`config.mk`:
```
export PLATFORM = sky130hd
export DESIGN_NAME = spi_master_cfg
export DESIGN_NICKNAME = d
export VERILOG_FILES = /design/src/rtl/spi_pkg.sv /design/src/rtl/spi_clk_gen.sv /design/src/rtl/spi_master_cfg.sv
export SDC_FILE = /design/constraint.sdc
export NUM_CORES = 1
export LEC_CHECK = 0
export CORE_MARGIN = 3
export CORE_UTILIZATION = 55
export CTS_CLUSTER_DIAMETER = 30
export DETAILED_ROUTE_END_ITERATION = 12
export PLACE_DENSITY = 0.84
export SLEW_MARGIN = 10
export SYNTH_ARGS = -nofsm -noshare
export SYNTH_HDL_FRONTEND = slang
export SYNTH_SLANG_ARGS = --single-unit
export TNS_END_PERCENT = 100
```
`constraint.sdc`:
```
create_clock -name clk -period 2.7 [get_ports clk]
set_clock_uncertainty 0.15 [all_clocks]
set_input_delay 0.27 -clock clk [delete_from_list [all_inputs] [get_ports clk]]
set_output_delay 0.27 -clock clk [all_outputs]
set_load 0.01 [all_outputs]
```
`src/rtl/spi_pkg.sv`:
```
// Shared types and constants for the configurable SPI master.
package spi_pkg;

  typedef enum logic [2:0] {
    IDLE  = 3'd0,
    SETUP = 3'd1,
    SHIFT = 3'd2,
    HOLD  = 3'd3,
    DONE  = 3'd4
  } spi_state_e;

  // Mode encodings are {cpol, cpha}
  localparam logic [1:0] SPI_MODE0 = 2'b00;
  localparam logic [1:0] SPI_MODE1 = 2'b01;
  localparam logic [1:0] SPI_MODE2 = 2'b10;
  localparam logic [1:0] SPI_MODE3 = 2'b11;

endpackage

```
`src/rtl/spi_clk_gen.sv`:
```
// SCLK generator: half-period divider, registered SCLK and leading/trailing edge strobes.
module spi_clk_gen #(
  parameter int DIV_W = 8
) (
  input  logic             clk,
  input  logic             rst_n,
  input  logic             load_i,
  input  logic             cpol_i,
  input  logic [DIV_W-1:0] div_i,
  input  logic             run_i,
  input  logic             toggle_i,
  output logic             tick_o,
  output logic             lead_o,
  output logic             trail_o,
  output logic             sclk_o
);

  logic [DIV_W-1:0] div_q, cnt_q;
  logic             cpol_q, sclk_q;

  assign tick_o  = run_i && (cnt_q == '0);
  // An edge leaving the idle level is the leading edge of a bit cell
  assign lead_o  = tick_o && toggle_i && (sclk_q == cpol_q);
  assign trail_o = tick_o && toggle_i && (sclk_q != cpol_q);
  assign sclk_o  = sclk_q;

  always_ff @(posedge clk or negedge rst_n) begin
    if (!rst_n) begin
      div_q  <= '0;
      cnt_q  <= '0;
      cpol_q <= 1'b0;
      sclk_q <= 1'b0;
    end else if (load_i) begin
      div_q  <= div_i;
      cnt_q  <= div_i;
      cpol_q <= cpol_i;
      sclk_q <= cpol_i;
    end else if (run_i) begin
      if (cnt_q == '0) begin
        cnt_q <= div_q;
        if (toggle_i) sclk_q <= ~sclk_q;
      end else begin
        cnt_q <= cnt_q - 1'b1;
      end
    end
  end

endmodule

```
`src/rtl/spi_master_cfg.sv`:
```
// Configurable SPI master: word width, CPOL/CPHA, SCLK divider, bit order, one-hot chip selects.
module spi_master_cfg
  import spi_pkg::*;
#(
  parameter  int DATA_W = 8,
  parameter  int CS_NUM = 4,
  parameter  int DIV_W  = 8,
  localparam int CSW    = (CS_NUM > 1) ? $clog2(CS_NUM) : 1
) (
  input  logic              clk,
  input  logic              rst_n,
  input  logic [DATA_W-1:0] tx_data,
  input  logic [CSW-1:0]    cs_sel,
  input  logic              cpol,
  input  logic              cpha,
  input  logic              lsb_first,
  input  logic [DIV_W-1:0]  clk_div,
  input  logic              start,
  input  logic              SI,
  output logic              SO,
  output logic              SCLK,
  output logic [CS_NUM-1:0] CS_N,
  output logic [DATA_W-1:0] rx_data,
  output logic              rx_valid,
  output logic              busy
);

  localparam int ECW = $clog2(2 * DATA_W);

  spi_state_e        state_q, state_d;
  logic              accept, in_xfer, tick, lead, trail, sample;
  logic [DATA_W-1:0] tx_q, rx_q, rx_data_q, tx_ord;
  logic [ECW-1:0]    edge_q;
  logic              cpha_q, lsb_q, so_q;
  logic [CS_NUM-1:0] cs_n_q, cs_dec;

  function automatic logic [DATA_W-1:0] bit_rev(input logic [DATA_W-1:0] v);
    logic [DATA_W-1:0] r;
    for (int i = 0; i < DATA_W; i++) r[i] = v[DATA_W-1-i];
    return r;
  endfunction

  assign in_xfer = (state_q == SETUP) || (state_q == SHIFT) || (state_q == HOLD);
  assign accept  = start && ((state_q == IDLE) || (state_q == DONE));
  // Words are always shifted MSB-first internally; LSB-first is a reversal at the edges
  assign tx_ord  = lsb_first ? bit_rev(tx_data) : tx_data;
  assign sample  = cpha_q ? trail : lead;

  always_comb begin
    cs_dec = '1;
    for (int i = 0; i < CS_NUM; i++)
      if (cs_sel == CSW'(i)) cs_dec[i] = 1'b0;
  end

  spi_clk_gen #(.DIV_W(DIV_W)) u_clk_gen (
    .clk      (clk),
    .rst_n    (rst_n),
    .load_i   (accept),
    .cpol_i   (cpol),
    .div_i    (clk_div),
    .run_i    (in_xfer),
    .toggle_i (state_q == SHIFT),
    .tick_o   (tick),
    .lead_o   (lead),
    .trail_o  (trail),
    .sclk_o   (SCLK)
  );

  always_ff @(posedge clk or negedge rst_n) begin
    if (!rst_n) state_q <= IDLE;
    else        state_q <= state_d;
  end

  always_comb begin
    state_d = state_q;
    unique case (state_q)
      IDLE:    if (start) state_d = SETUP;
      SETUP:   if (tick) state_d = SHIFT;
      SHIFT:   if (tick && (edge_q == '0)) state_d = HOLD;
      HOLD:    if (tick) state_d = DONE;
      DONE:    state_d = start ? SETUP : IDLE;
      default: state_d = IDLE;
    endcase
  end

  always_ff @(posedge clk or negedge rst_n) begin
    if (!rst_n) begin
      tx_q      <= '0;
      rx_q      <= '0;
      rx_data_q <= '0;
      edge_q    <= '0;
      cpha_q    <= 1'b0;
      lsb_q     <= 1'b0;
      so_q      <= 1'b1;
      cs_n_q    <= '1;
    end else if (accept) begin
      cpha_q <= cpha;
      lsb_q  <= lsb_first;
      cs_n_q <= cs_dec;
      rx_q   <= '0;
      edge_q <= ECW'(2 * DATA_W - 1);
      // CPHA=0 presents bit 0 immediately, CPHA=1 waits for the first leading edge
      tx_q   <= cpha ? tx_ord : (tx_ord << 1);
      so_q   <= cpha ? 1'b1 : tx_ord[DATA_W-1];
    end else if ((state_q == HOLD) && tick) begin
      rx_data_q <= lsb_q ? bit_rev(rx_q) : rx_q;
      cs_n_q    <= '1;
      so_q      <= 1'b1;
    end else if (lead || trail) begin
      if (edge_q != '0) edge_q <= edge_q - 1'b1;
      if (sample) begin
        rx_q <= {rx_q[DATA_W-2:0], SI};
      end else if (cpha_q || (edge_q != '0)) begin
        so_q <= tx_q[DATA_W-1];
        tx_q <= tx_q << 1;
      end
    end
  end

  assign SO       = so_q;
  assign CS_N     = cs_n_q;
  assign rx_data  = rx_data_q;
  assign rx_valid = (state_q == DONE);
  assign busy     = in_xfer;

endmodule

```
==> results of run 1 <==
-- through the flow --
| stage | hold slack, ps | cell area (µm²) | total power, mW | std cells | setup slack [ps] |
|---|---|---|---|---|---|
| after CTS | 338 | 3570 | 3.13 | 408 | 299 |
| after floorplan | -176 | 2970 | 2.24 | 296 | 507 |
| final | 331 | 3570 | 3.12 | 408 | 295 |
| after global placement | 286 | 3470 | 2.59 | 399 | 326 |
| after global routing | 360 | 3570 | 3.35 | 408 | 188 |
| after detailed placement | 296 | 3470 | 2.66 | 399 | 245 |
-- placed cells by master, fill, tap and decap left out, types with 5 or more instances in the layout --
cell / instances
nand3_1: 14
mux4_2: 6
buf_4: 9
inv_1: 11
a31oi_1: 5
mux2i_1: 13
dfrtp_1: 51
o21ai_0: 19
or3_1: 5
nor3_1: 6
clkbuf_8: 6
clkdlybuf4s50_1: 39
nor2_1: 9
dfstp_2: 5
nand2_1: 63
mux2_2: 14
-- worst paths after layout --
check                      cells past startpoint  slack [ps]                 end          startpoint
hold / removal                                 2         330          rx_data[2]          rx_data[2]
hold reg to reg                                2         330          rx_data[2]          rx_data[2]
min in group asynchronous                      3         470  u_clk_gen.div_q[3]               rst_n
max in group asynchronous                      3        1470             tx_q[3]               rst_n
setup / recovery                               4         290                busy          state_q[0]
setup reg to reg                               6         290           edge_q[1]  u_clk_gen.cnt_q[0]
-- state kept, by name, summed over array words and instances (netlist names) --
signal	cells
u_clk_gen.cnt_q	8
cpha_q	1
lsb_q	1
u_clk_gen.cpol_q	1
tx_q	8
rx_data	8
u_clk_gen.sclk_o	1
rx_q	8
edge_q	4
CS_N	4
state_q	3
u_clk_gen.div_q	8
SO	1
-- power by group --
group,total [mW],switching (mW),internal [mW]
combinational,1.16,0.541,0.618
sequential,1.49,0.317,1.17
clock,0.469,0.259,0.210
total,3.12,1.12,2.00
-- area by class of cell --
type / count / area share, %
Multi-Input combinational cell: 212 / 40.7
Sequential cell: 56 / 39.4
Timing Repair Buffer: 51 / 13.8
Clock buffer: 8 / 2.52
Tap cell: 70 / 2.45
Inverter: 11 / 1.16
-- cell families (layout without fill, tap and decap cells) --
group | count (synthesis) | after routing | synth area share, %
and+or+nand+nor | 119 | 119 | 19.8
muxes | 33 | 33 | 14.3
AOI/OAI and AO/OA | 50 | 50 | 10.9
xor gates and xnor gates | 6 | 6 | 2.24
DFF | 56 | 56 | 47.5
buffers and inverters | 28 | 70 | 3.67
adders and majority gates | 4 | 4 | 1.69
-- synthesized netlist by cell type, types with 2 or more instances --
master and instances:
nor2b_1 3, a31oi_1 5, inv_1 11, clkbuf_1 13
a21oi_1 4, buf_2 2, nand2_1 63, o21ai_0 19
mux2i_1 13, mux4_2 6, dfrtp_1 51, or2_2 2
or3_1 5, nor3b_1 4, dfstp_2 5, a21boi_0 2
nand3_1 14, xnor2_1 4, nor3_1 6, nor2_1 9
a211oi_1 3, mux2_2 14, o22ai_1 2, ha_1 4
o211ai_1 4, o31ai_1 2
-- per-layer routing --
| layer | wire length, µm | vias up | share of wire (%) | track usage [%] |
|---|---|---|---|---|
| li1 | - | 1137 | - | - |
| met2 | 3080 | 47 | 50 | 36.1 |
| met4 | 68 | 0 | 1.1 | 5.50 |
| met1 | 2810 | 1155 | 45 | 28.0 |
| met5 | 0 | - | 0 | 0 |
| met3 | 245 | 6 | 3.9 | 3.61 |
-- tightest hold or removal path, stage by stage (launching register included) --
cell and delay, ps:
dfrtp_1 350, nand2_1 40, o21ai_0 60
==> results.py, run 1 <==
metrics = {
    "critical_path": {
        "critical_path.startpoint_type": "flip-flop",
        "cp-end-kind": "primary output",
        "max_stage_delay_ps": 610,
        "cp_top_family": "buffers and inverters",
        "worstPathRequired_ps": 2280,
        "arrival_ps": 1990,
        "critical_path_class": "reg -> out",
        "path_max_fanout": 11,
        "crit_chain": "o21bai_1 > buf_4 > inv_1 > clkdlybuf4s50_1",
        "cp_slowest_cell": "clkdlybuf4s50_1",
        "crit_buf_inv": 3,
    },
    "synth": {
        "ys_warn_count": 0,
        "ys_seq_area_share_pct": 47.5,
        "syn_nets": 325,
        "syn_area_mm2": 0.00297,
        "yosysTopAreaCell": "dfrtp_1",
        "synth_ff_type": "dfrtp_1",
        "yosysUniqueCellTypes": 52,
        "ys_ff_latch": 56,
        "synthTopCellsByArea": "dfrtp_1 (43%), nand2_1 (8.0%), mux2_2 (5.3%)",
        "netlist_instances": 296,
        "synth-edff-count": 0,
        "synth_top_area_share_pct": 43.0,
        "syn_avg_cell_area_um2": 10.0,
        "async_flop_share_pct": 100,
    },
    "clock_network": {
        "clock_sinks": 56,
        "cts_inserted_buffers": 5,
        "cts_hold_buffers": 1,
        "root_buffer": "clkbuf_8",
        "cts.clk_slew.worst_paths_ps": 90,
        "ctsResizeCount": 0,
        "clock_latency_ps": 310,
        "post_cts_buffers": 0,
        "htreeDepth": 2,
        "cts_tree": "yes",
        "cts_buffer_depth": 2,
    },
    "layout": {
        "multi_input_area_mm2": 0.00145,
        "n_antenna_cell": 0,
        "postLayoutCoreUtil_pct": 69.1,
        "ff_latch_area_mm2": 0.00141,
        "final_nets": 366,
        "synthToLayoutAreaGrowth_pct": 20.5,
        "fillers": 368,
        "layout-drive-gt1-share_pct": 15.1,
    },
    "place": {
        "place_congestion": 0.802,
        "dp_hpwl_um": 4350,
        "portBuffers": 40,
    },
    "worst_hold_path": {
        "hp-class": "reg -> reg",
    },
    "route": {
        "wl_um": 6210,
        "ant_nets": 0,
        "vias": 2345,
        "viasPerCell": 5.75,
        "wl_per_cell_um": 15.2,
        "drc": 0,
        "dr.first_iter.drc_count": 202,
        "dr.pass1.iters": 4,
    },
    "grt": {
        "antenna_found_initial": 0,
        "grt_first_pass_wirelength_um": 10600,
        "grt_use_total_pct": 21.2,
        "grt_pass1_vias": 2265,
        "grt_max_degree": 57,
        "grt-ovfl-total": 0,
    },
    "sta": {
        "fin_setup_tns_ps": 0,
        "drv_slew": 0,
        "worst_pin_slew_ps": 692,
        "hold_violations": 0,
        "rsz0062_at_grt": "false",
        "min_period_over_period_pct": 89.1,
        "period_needed_ps": 2410,
        "fmax_mhz": 416,
        "slew-limit-headroom_pct": 53.9,
        "setup_viol": 0,
    },
    "power_and_ir_drop": {
        "powerDensity_mw_per_mm2": 872,
        "p_leak_nw": 1.58,
        "ir_drop_uv": 580,
    },
    "floorplanning": {
        "dieWidth_um": 79.4,
        "dieArea_mm2": 0.00631,
        "rows": 26,
        "ios": 41,
        "die_h_um": 79.4,
        "coreArea_mm2": 0.00517,
        "start_util_pct": 57.3,
    },
    "run": {
        "maxCapViolations": 0,
    },
    "run_status": {
        "status": "complete, no violations",
    },
}
No activity file was read; power rests on OpenSTA's default activity.
==> run 2: changes to the inputs <==
--- a/config.mk
+++ b/config.mk
@@ -6,10 +6,11 @@
 export NUM_CORES = 1
 export LEC_CHECK = 0
 export CORE_MARGIN = 3
-export CORE_UTILIZATION = 55
+export CORE_UTILIZATION = 57
+export CTS_BUF_LIST = sky130_fd_sc_hd__clkbuf_8
 export CTS_CLUSTER_DIAMETER = 30
 export DETAILED_ROUTE_END_ITERATION = 12
-export PLACE_DENSITY = 0.84
+export PLACE_DENSITY = 0.87
 export SLEW_MARGIN = 10
 export SYNTH_ARGS = -nofsm -noshare
 export SYNTH_HDL_FRONTEND = slang
==> run 2 against run 1 <==
Effect of this change: first-iteration DRC count shrank 12%; non-clock buffer count grew 2; via count shrank 0.30%; die area shrank 3.2%; total power grew 3.7%; sequential share of layout area shrank 0.40 points; sequential power is essentially flat; sequential cell count is the same; final cell count shrank 0.25%.
==> results.py, run 2 (same netlist as run 1, synthesis figures left out) <==
metrics = {
    "run_status": {
        "status": "complete, no violations",
    },
    "power_and_ir_drop": {
        "p_int_mw": 2.07,
        "p_sw_mw": 1.16,
        "power_switching_share_pct": 35.8,
        "power_frac_clock_pct": 17.7,
        "p_leak_nw": 1.60,
        "combinationalPowerShare_pct": 36.2,
        "powerDensity_mw_per_mm2": 895,
        "ir_drop_uv": 677,
        "seqPwrFrac_pct": 46.2,
    },
    "clock_network": {
        "clock_latency_ps": 320,
        "htreeDepth": 2,
        "cts.clk_slew.worst_paths_ps": 100,
        "ctsResizeCount": 0,
        "cts_tree": "yes",
        "root_buffer": "clkbuf_8",
        "cts_inserted_buffers": 5,
        "clock_sinks": 56,
        "cts_buffer_depth": 2,
    },
    "grt": {
        "grt_max_degree": 36,
        "grt_first_pass_wirelength_um": 11000,
        "grt-ovfl-total": 0,
        "antenna_found_initial": 0,
        "grt_pass1_vias": 2314,
        "grt_use_total_pct": 22.4,
    },
    "sta": {
        "worst_pin_slew_ps": 606,
        "fmax_mhz": 411,
        "rsz0062_at_grt": "false",
        "drv_slew": 0,
        "fin_setup_tns_ps": 0,
        "slew-limit-headroom_pct": 59.5,
        "hold_violations": 0,
        "setup_viol": 0,
        "period_needed_ps": 2430,
        "min_period_over_period_pct": 90.2,
    },
    "floorplanning": {
        "die_h_um": 78.1,
        "rows": 25,
        "start_util_pct": 60.8,
        "dieWidth_um": 78.1,
        "dieArea_mm2": 0.00610,
        "ios": 41,
        "coreArea_mm2": 0.00488,
    },
    "route": {
        "drc": 0,
        "vias": 2338,
        "dr.first_iter.drc_count": 178,
        "ant_nets": 0,
        "dr.pass1.iters": 5,
        "wl_um": 6340,
        "viasPerCell": 5.74,
        "wl_per_cell_um": 15.6,
    },
    "layout": {
        "layout-drive-gt1-share_pct": 16.2,
        "synthToLayoutAreaGrowth_pct": 21.7,
        "layout_commonest_cell": "nand2_1",
        "layout_common_cells": "nand2_1 (63), dfrtp_1 (51), clkdlybuf4s50_1 (39)",
        "final_area_mm2": 0.00361,
        "n_antenna_cell": 0,
        "final_nets": 368,
    },
    "critical_path": {
        "cp_slowest_cell": "or4b_4",
        "cp-end-kind": "flip-flop",
        "path_max_fanout": 13,
        "critical_path_class": "reg -> reg",
        "arrival_ps": 2480,
        "max_stage_delay_ps": 570,
        "worstPathRequired_ps": 2750,
        "worst_r2r_path_depth": 6,
        "critical_path.startpoint_type": "flip-flop",
        "crit_chain": "inv_1 > ha_1 > or4b_4 > a2111o_1 > mux2i_1 > or2_2",
    },
    "place": {
        "place_area_mm2": 0.00348,
        "place_congestion": 0.846,
        "portBuffers": 40,
        "dp_hpwl_um": 4570,
    },
    "run": {
        "maxCapViolations": 0,
    },
    "worst_hold_path": {
        "hp-class": "in -> async",
    },
}
## run 2: worst paths after layout
path                                    start            endpoint  slack, ps
min reg2reg                        rx_data[7]          rx_data[7]        340
max reg2reg                u_clk_gen.cnt_q[0]           edge_q[1]        270
max in group asynchronous               rst_n              cpha_q       1550
max                        u_clk_gen.cnt_q[0]           edge_q[1]        270
min                                     rst_n  u_clk_gen.div_q[5]        300
min in group clk                   rx_data[7]          rx_data[7]        340
## run 2: area by class of cell
cell class	count	area, µm²
Tap cell	67	83.8
Clock buffer	5	68.8
Timing Repair Buffer	53	508
Multi-Input combinational cell	212	1450
Fill cell	379	1270
Clock inverter	3	46.3
Inverter	11	41.3
Sequential cell	56	1410
## run 2: stage by stage
step / setup slack [ps] / hold slack [ps] / util [%] / instances / power [mW]
3_3_place_gp: 344 / 118 / 71.4 / 398 / 2.59
4_1_cts: 265 / 324 / 74.0 / 407 / 3.24
5_1_grt: 175 / 348 / 74.0 / 407 / 3.46
2_1_floorplan: 507 / -176 / - / 296 / 2.24
6_report: 265 / 299 / 74.0 / 407 / 3.23
3_5_place_dp: 268 / 120 / 71.4 / 398 / 2.66
## run 2: critical path, delay by kind of cell (launching register included)
kind	cells	cell delay (ps)
flip-flops	1	410
adder cells (fa/ha/maj)	1	170
buffers and inverters	1	110
AO/OA/AOI/OAI	1	480
AND/OR/NAND/NOR	2	860
multiplexers	1	150
## run 2: repair_timing
action,in CTS,in global routing
setup buffers,0,0
hold endpoints to repair,16,0
setup endpoints to repair,0,0
hold buffers,1,0
## run 2: metal layers
layer / part of all wire, % / GRT usage [%]
met1: 47 / 30.9
met2: 48 / 37.7
met3: 4.1 / 3.78
met4: 0.68 / 4.37
met5: 0 / 0
## run 2: power groups by stage
stage	clock network (mW)	registers (mW)	logic, mW
2_1_floorplan	0	1.39	0.853
3_3_place_gp	0	1.48	1.11
3_5_place_dp	0	1.50	1.17
4_1_cts	0.571	1.49	1.18
5_1_grt	0.610	1.54	1.31
6_report	0.571	1.49	1.17
==> run 3: changes to the inputs <==
--- a/config.mk
+++ b/config.mk
@@ -5,7 +5,6 @@
 export SDC_FILE = /design/constraint.sdc
 export NUM_CORES = 1
 export LEC_CHECK = 0
-export CORE_MARGIN = 3
 export CORE_UTILIZATION = 57
 export CTS_BUF_LIST = sky130_fd_sc_hd__clkbuf_8
 export CTS_CLUSTER_DIAMETER = 30
==> run 3 against run 2 <==
Effect of this change: critical path depth did not move; die area fell by 10%; clock power fell by 19%; worst hold slack improved by 32 ps; sequential power barely moved; global-route usage rose by 3.3 points; combinational power barely moved; register-to-register slack got worse by 30 ps; non-clock buffer count did not move; first-iteration DRC count fell by 15%; critical endpoint is now tx_q[5]; largest power group unchanged.
==> results.py, run 3 (same netlist as run 1, synthesis figures left out) <==
metrics = {
    "critical_path": {
        "arrival_ps": 2510,
        "max_stage_delay_ps": 570,
        "worstPathRequired_ps": 2750,
        "critical_path.startpoint_type": "flip-flop",
        "crit_buf_inv": 1,
        "crit_chain": "inv_1 > ha_1 > or4b_4 > nor4_2 > o21ai_2 > mux2_2",
        "critical_path_class": "reg -> reg",
        "cp_top_family": "simple AND/OR/NAND/NOR gates",
        "path_max_fanout": 13,
        "cp-end-kind": "flip-flop",
        "cp_slowest_cell": "or4b_4",
    },
    "place": {
        "dp_cells": 398,
        "post-place-ws_ps": 300,
        "dp_hpwl_um": 4440,
        "place_congestion": 0.842,
        "portBuffers": 40,
    },
    "clock_network": {
        "cts.clk_slew.worst_paths_ps": 90,
        "clock_latency_ps": 310,
        "root_buffer": "clkbuf_8",
        "cts_inserted_buffers": 5,
        "cts_buffer_depth": 2,
        "clock_sinks": 56,
        "htreeDepth": 2,
        "cts_tree": "yes",
        "ctsResizeCount": 0,
    },
    "power_and_ir_drop": {
        "powerDensity_mw_per_mm2": 867,
        "p_leak_nw": 1.60,
        "ir_drop_uv": 606,
        "fin_total_pwr_mw": 3.11,
    },
    "sta": {
        "worst_pin_slew_ps": 561,
        "fmax_mhz": 406,
        "period_needed_ps": 2460,
        "drv_slew": 0,
        "setup_viol": 0,
        "fin_setup_tns_ps": 0,
        "hold_violations": 0,
        "min_period_over_period_pct": 91.2,
        "fin_ws_ps": 237,
        "rsz0062_at_grt": "false",
        "slew-limit-headroom_pct": 62.6,
    },
    "floorplanning": {
        "dieWidth_um": 74.1,
        "start_util_pct": 61.2,
        "rows": 25,
        "coreArea_mm2": 0.00485,
        "die_h_um": 74.1,
        "ios": 41,
        "dieArea_mm2": 0.00549,
    },
    "layout": {
        "layout_common_cells": "nand2_1 (63), dfrtp_1 (51), clkdlybuf4s50_1 (39)",
        "fillers": 358,
        "postLayoutCoreUtil_pct": 73.9,
        "stdcell_count": 407,
        "n_antenna_cell": 0,
        "layout_commonest_cell": "nand2_1",
        "synthToLayoutAreaGrowth_pct": 20.9,
        "layout-drive-gt1-share_pct": 15.6,
        "ff_latch_area_mm2": 0.00141,
        "multi_input_area_mm2": 0.00145,
        "final_nets": 368,
    },
    "worst_hold_path": {
        "hp-class": "in -> async",
    },
    "grt": {
        "grt_max_degree": 34,
        "grt_first_pass_wirelength_um": 10600,
        "antenna_found_initial": 0,
        "grt-ovfl-total": 0,
        "grt_pass1_vias": 2310,
        "grt_use_total_pct": 25.6,
    },
    "route": {
        "wl_um": 6180,
        "vias": 2346,
        "ant_nets": 0,
        "dr.pass1.iters": 4,
        "wl_per_cell_um": 15.2,
        "viasPerCell": 5.76,
        "dr.first_iter.drc_count": 151,
        "drc": 0,
    },
    "run": {
        "maxCapViolations": 0,
    },
    "run_status": {
        "status": "complete, no violations",
    },
}
-- run 3: stage by stage --
stage | instance area [µm²] | hold slack [ps]
3_5_place_dp | 3480 | 145
4_1_cts | 3580 | 339
6_report | 3580 | 331
5_1_grt | 3580 | 363
2_1_floorplan | 2970 | -176
3_3_place_gp | 3480 | 145
-- run 3: what timing repair did --
action	4_1_cts	5_1_grt
hold endpoints to repair	18	0
hold buffers	1	0
setup endpoints to repair	0	0
setup buffers	0	0
-- run 3: path summary, 6_finish.rpt --
check,start,to,slack (ps),cells past startpoint
min,rst_n,u_clk_gen.cpol_q,330,2
min reg2reg,rx_data[2],rx_data[2],330,2
max reg2reg,u_clk_gen.cnt_q[0],tx_q[5],240,6
max,u_clk_gen.cnt_q[0],tx_q[5],240,6
min in group clk,rx_data[2],rx_data[2],330,2
max in group asynchronous,rst_n,rx_data[2],1510,3
-- run 3: power by group --
part	total (mW)	leakage, nW	switching, mW	internal [mW]
clock	0.460	0.0538	0.258	0.202
sequential	1.48	0.694	0.312	1.17
combinational	1.16	0.853	0.543	0.621
total	3.11	1.60	1.11	2.00
-- run 3: layout make-up --
| class | count | area share [%] |
|---|---|---|
| Tap cell | 67 | 2.34 |
| Clock inverter | 2 | 0.209 |
| Clock buffer | 6 | 2.30 |
| Multi-Input combinational cell | 212 | 40.6 |
| Sequential cell | 56 | 39.3 |
| Timing Repair Buffer | 53 | 14.2 |
| Inverter | 11 | 1.15 |
-- run 3: per-layer routing --
metal  vias up  global-route usage [%]  wire length [µm]
met4         0                    10.3               121
met1      1123                    35.4              2830
met5         -                       0                 0
met3        12                    5.15               344
li1       1130                       -                 -
met2        81                    40.0              2880
-- run 3: worst reg2reg max path, cell delays in order, from the launching register on --
cell     delay (ps)
dfrtp_1         420
inv_1           110
ha_1            170
or4b_4          570
nor4_2          380
o21ai_2         220
mux2_2          330
==> edit 1: new RTL, settings of run 1 <==
Change the parameter `DATA_W` from 8 to 16.
--- a/src/rtl/spi_master_cfg.sv
+++ b/src/rtl/spi_master_cfg.sv
@@ -2,7 +2,7 @@
 module spi_master_cfg
   import spi_pkg::*;
 #(
-  parameter  int DATA_W = 8,
+  parameter  int DATA_W = 16,
   parameter  int CS_NUM = 4,
   parameter  int DIV_W  = 8,
   localparam int CSW    = (CS_NUM > 1) ? $clog2(CS_NUM) : 1
Interface: changed (resized rx_data and tx_data); port bits go from 41 to 57. The function was not compared with the original's and may differ.
==> edit 1 against run 1 <==
First-iteration DRC count fell by 5.9%; setup slack got worse by 0.16 ns; via count rose by 39%; maximum frequency fell by 6.2%; sequential power fell by 14%; power fell by 23%; largest power group unchanged; wire length rose by 38%; critical path depth rose by 3; worst hold slack got worse by 0.0069 ns; cell area rose by 47%; area after synthesis rose by 47%; global-route usage fell by 0.059 points; largest cell class unchanged; sequential cell count rose by 25.
==> edit 1: results (changes against run 1) <==
Mean Syn Cell Area - 10.6 µm² (was 10.0 µm²)
Met1 WL - 3.68 mm (was 2.81 mm)
Largest net degree at the start of global routing - 82 (was 57)
Final number of setup-violating endpoints - 0 (unchanged)
Clock Power Share - 0.377 (was 0.150)
HP Class - primary input to flop (was flop to flop)
Status - complete, no violations (unchanged)
ANT cells - 0 (unchanged)
M3 GR Usage - 0.0497 (was 0.0361)
Ratio of cells with drive above 1 in the final layout - 0.183 (was 0.151)
Placed cell count - 553 (was 399)
Gpl congestion - 0.844 (was 0.802)
Final critical-path share of the clock period - 0.949 (was 0.891)
DP Worst Slack - 0.175 ns (was 0.245 ns)
H-tree Lvls - 3 (was 2)
Register area share after synthesis - 0.466 (was 0.475)
Initial antenna violation count - 0 (unchanged)
First-pass GRT wire length - 15.0 mm (was 10.6 mm)
DR WL met2 - 4.35 mm (was 3.08 mm)
Endpoint class of the critical path - flop (was output port)
Drt wl/cell - 15.0 µm (was 15.2 µm)
Number of global-route vias before repair - 3205 (was 2265)
Nets - 503 (was 366)
WL met3 - 432 µm (was 245 µm)
Clock buffer count from CTS - 9 (was 5)
Measured slew at the worst slew-check pin - 0.999 ns (was 0.692 ns)
Met2 Use GR - 0.357 (was 0.361)
Clock Latency Late Sink - 0.35 ns (was 0.31 ns)
Top cells by area, synth - dfrtp_1, nand2_1, mux4_2 (was dfrtp_1, nand2_1, mux2_2)
Crit-path max FO - 16 (was 11)
First-pass iteration count of the detailed router - 4 (unchanged)
Startpoint Class - flop (unchanged)
HPWL Detailed - 5.97 mm (was 4.35 mm)
Power Dens Cells - 457 nW/µm² (was 872 nW/µm²)
GR Layer Usage met1 - 0.277 (was 0.280)
Clk pin slew, worst setup/hold paths - 0.08 ns
Crit path arrival time - 2.65 ns (was 1.99 ns)
Sw frac - 0.242 (was 0.358)
Reg-to-reg critical path startpoint - edge_q[0] (was u_clk_gen.cnt_q[0])
Post-DP Area - 5020 µm² (was 3470 µm²)
DR iter-0 viols - 190 (was 202)
Comb pwr share - 0.090 (was 0.372)
Worst R2R Setup Slack - 0.14 ns (was 0.29 ns)
Asr flop ratio synth - 1.00 (unchanged)
WL final - 8.56 mm (was 6.21 mm)
Ys Warns - 0 (unchanged)
R2r worst-path depth - 7 (was 6)
Commonest cells post-synth - nand2_1, dfrtp_1, nand3_1 (was nand2_1, dfrtp_1, o21ai_0)
Worst VDD drop - 0.376 mV (was 0.580 mV)
IO Port Bufs - 56 (was 40)
Number of fill cells - 550 (was 368)
CTS max path bufs - 2 (unchanged)
Gr usage total - 0.211 (was 0.212)
FF-to-FF End - tx_q[8] (was edge_q[1])
Via count - 3263 (was 2345)
Pleak - 0.00226 µW (was 0.00158 µW)
Syn Nets - 448 (was 325)
Yosys cell types - 56 (was 52)
==> edit 1: cell types whose count changed after synthesis, moves of 5 or more <==
cell,change
nand2_1,+20
a21oi_1,+5
mux4_2,+7
mux2_4,+8
nand3_1,+10
dfrtp_1,+25
nor2_1,+5
mux2i_1,+9
buf_2,+5
mux2_2,+9
==> edit 1: worst max-delay path, cell delays in order, from the launching register on <==
cell and delay, ns:
dfrtp_1 0.40, inv_1 0.12, ha_1 0.17, or4b_2 0.64, o2111ai_1 0.25, a21o_1 0.19
buf_12 0.17, mux2_2 0.35
==> edit 1: cells by family after synthesis <==
family | count (synthesis) | synth area share
multiplexers | 66 | 0.205
AO/OA/AOI/OAI | 58 | 0.0852
flip-flops | 81 | 0.466
AND/OR/NAND/NOR | 157 | 0.174
buffers and inverters | 38 | 0.0419
XOR/XNOR | 7 | 0.0172
adder cells (fa/ha/maj) | 4 | 0.0115
==> edit 1: worst min path at each step <==
stage	startpoint	endpoint	slack, ns	cells after the start
6_report	SI	rx_q[0]	0.32	3
4_1_cts	clk_div[1]	u_clk_gen.div_q[1]	0.31	3
3_3_place_gp	u_clk_gen.div_q[5]	u_clk_gen.div_q[5]	0.31	2
3_5_place_dp	u_clk_gen.div_q[7]	u_clk_gen.div_q[7]	0.32	2
2_1_floorplan	rst_n	cpha_q	-0.18	0
5_1_grt	clk_div[4]	u_clk_gen.div_q[4]	0.32	3
==> edit 1: cell type report <==
class	instances	area [µm²]	area share
timing repair buffer	71	686	0.131
sequential	81	2030	0.388
clock inverter	7	77.6	0.0148
tap	99	124	0.0237
multi-input combinational	292	2150	0.411
clock buffer	9	124	0.0237
inverter	11	41.3	0.00789
==> edit 2: new RTL, settings of run 1 <==
Made on the original files. The 5 states of `spi_state_e` get a Gray code encoding in 3 bits.
--- a/src/rtl/spi_pkg.sv
+++ b/src/rtl/spi_pkg.sv
@@ -2,11 +2,11 @@
 package spi_pkg;
 
   typedef enum logic [2:0] {
-    IDLE  = 3'd0,
-    SETUP = 3'd1,
-    SHIFT = 3'd2,
-    HOLD  = 3'd3,
-    DONE  = 3'd4
+    IDLE  = 3'b000,
+    SETUP = 3'b001,
+    SHIFT = 3'b011,
+    HOLD  = 3'b010,
+    DONE  = 3'b110
   } spi_state_e;
 
   // Mode encodings are {cpol, cpha}
Formal check against the unedited RTL: same outputs for any inputs over 10 cycles, from zero or initial values and one cycle with rst_n low; not proved beyond that.
==> edit 2 against run 1 <==
First-iteration DRC count is 2.5% lower; non-clock buffer count decreased by 2; maximum frequency fell by 1.5%; wire length is 2.6% lower; combinational power fell by 44%; area after synthesis increased by 1.4%; setup slack got worse by 0.037 ns; cell area down 0.84%; sequential cell count unchanged; power down 25%.
==> edit 2: results (changes against run 1) <==
Final Core Density - 0.681 (was 0.691)
Worst VDD drop - 0.329 mV (was 0.580 mV)
Pleak - 0.00160 µW (was 0.00158 µW)
DP Worst Slack - 0.264 ns (was 0.245 ns)
Register area share after synthesis - 0.468 (was 0.475)
HP Class - primary input to async pin (was flop to flop)
CP max stage cell - o21ai_1 (was clkdlybuf4s50_1)
Area of the multi-input gates - 1460 µm² (was 1450 µm²)
Top cells by area, synth - dfrtp_1, nand2_1, mux2i_1 (was dfrtp_1, nand2_1, mux2_2)
Gr usage total - 0.208 (was 0.212)
Clk pin slew, worst setup/hold paths - 0.11 ns (was 0.09 ns)
Measured slew at the worst slew-check pin - 1.01 ns (was 0.692 ns)
Clk pwr - 479 µW (was 469 µW)
Largest net degree at the start of global routing - 30 (was 57)
Met1 WL - 2.78 mm (was 2.81 mm)
Critical path's top delay family - compound AO/OA/AOI/OAI gates (was buffers and inverters)
Ratio of cells with drive above 1 in the final layout - 0.117 (was 0.151)
Clk tree area frac - 0.0268 (was 0.0252)
Number of fill cells - 399 (was 368)
Internal power - 1550 µW (was 2000 µW)
WL met3 - 309 µm (was 245 µm)
Fmax - 0.409 GHz (was 0.416 GHz)
Logic inverters - 8 (was 11)
Placed cell count - 410 (was 399)
Sw frac - 0.337 (was 0.358)
Vias per cell - 5.56 (was 5.75)
Critical path's largest stage delay - 0.80 ns (was 0.61 ns)
DR iter-0 viols - 197 (was 202)
HPWL Detailed - 4.39 mm (was 4.35 mm)
DR WL met2 - 2.86 mm (was 3.08 mm)
Reg-to-reg critical path startpoint - edge_q[0] (was u_clk_gen.cnt_q[0])
Crit-path max FO - 9 (was 11)
Crit path arrival time - 2.49 ns (was 1.99 ns)
WHS - 0.215 ns (was 0.331 ns)
Non-clock buffers - 49 (was 51)
Syn Nets - 341 (was 325)
R2r worst-path depth - 7 (was 6)
Status - complete, no violations (unchanged)
Gpl congestion - 0.779 (was 0.802)
Commonest cells post-synth - nand2_1, dfrtp_1, nor2_1 (was nand2_1, dfrtp_1, o21ai_0)
Non-clock buffering overhead - 0.131 (was 0.138)
Post-Syn Instances - 312 (was 296)
M3 GR Usage - 0.0429 (was 0.0361)
Nets - 377 (was 366)
Cell Count, Final, Fillers Out - 419 (was 408)
Drt wl/cell - 14.4 µm (was 15.2 µm)
Post-DP Area - 3440 µm² (was 3470 µm²)
Sequential cells - 56 (unchanged)
First-pass GRT wire length - 10.4 mm (was 10.6 mm)
Met2 Use GR - 0.319 (was 0.361)
-- edit 2: cell types whose count changed after synthesis, moves of 4 or more --
| cell | delta |
|---|---|
| buf_2 | +6 |
| nor2_1 | +14 |
| a21oi_1 | +12 |
| mux2_2 | -12 |
| clkbuf_1 | -8 |
| nand3_1 | -10 |
| mux2i_1 | +5 |
| nand2_1 | +4 |
-- edit 2: cells by family (layout without fill, tap and decap cells) --
group | count (synthesis) | count (layout) | synth area share
mux | 25 | 25 | 0.105
compound gates | 65 | 65 | 0.136
simple gates | 127 | 127 | 0.204
buf+inv | 28 | 65 | 0.0470
xor+xnor | 7 | 7 | 0.0229
fa+ha+maj | 4 | 4 | 0.0166
flops | 56 | 56 | 0.468
-- edit 2: repair_timing --
item,4_1_cts,5_1_grt
setup endpoints to repair,0,0
hold buffers,1,0
setup buffers,0,0
endpoints found under the hold margin,14,0
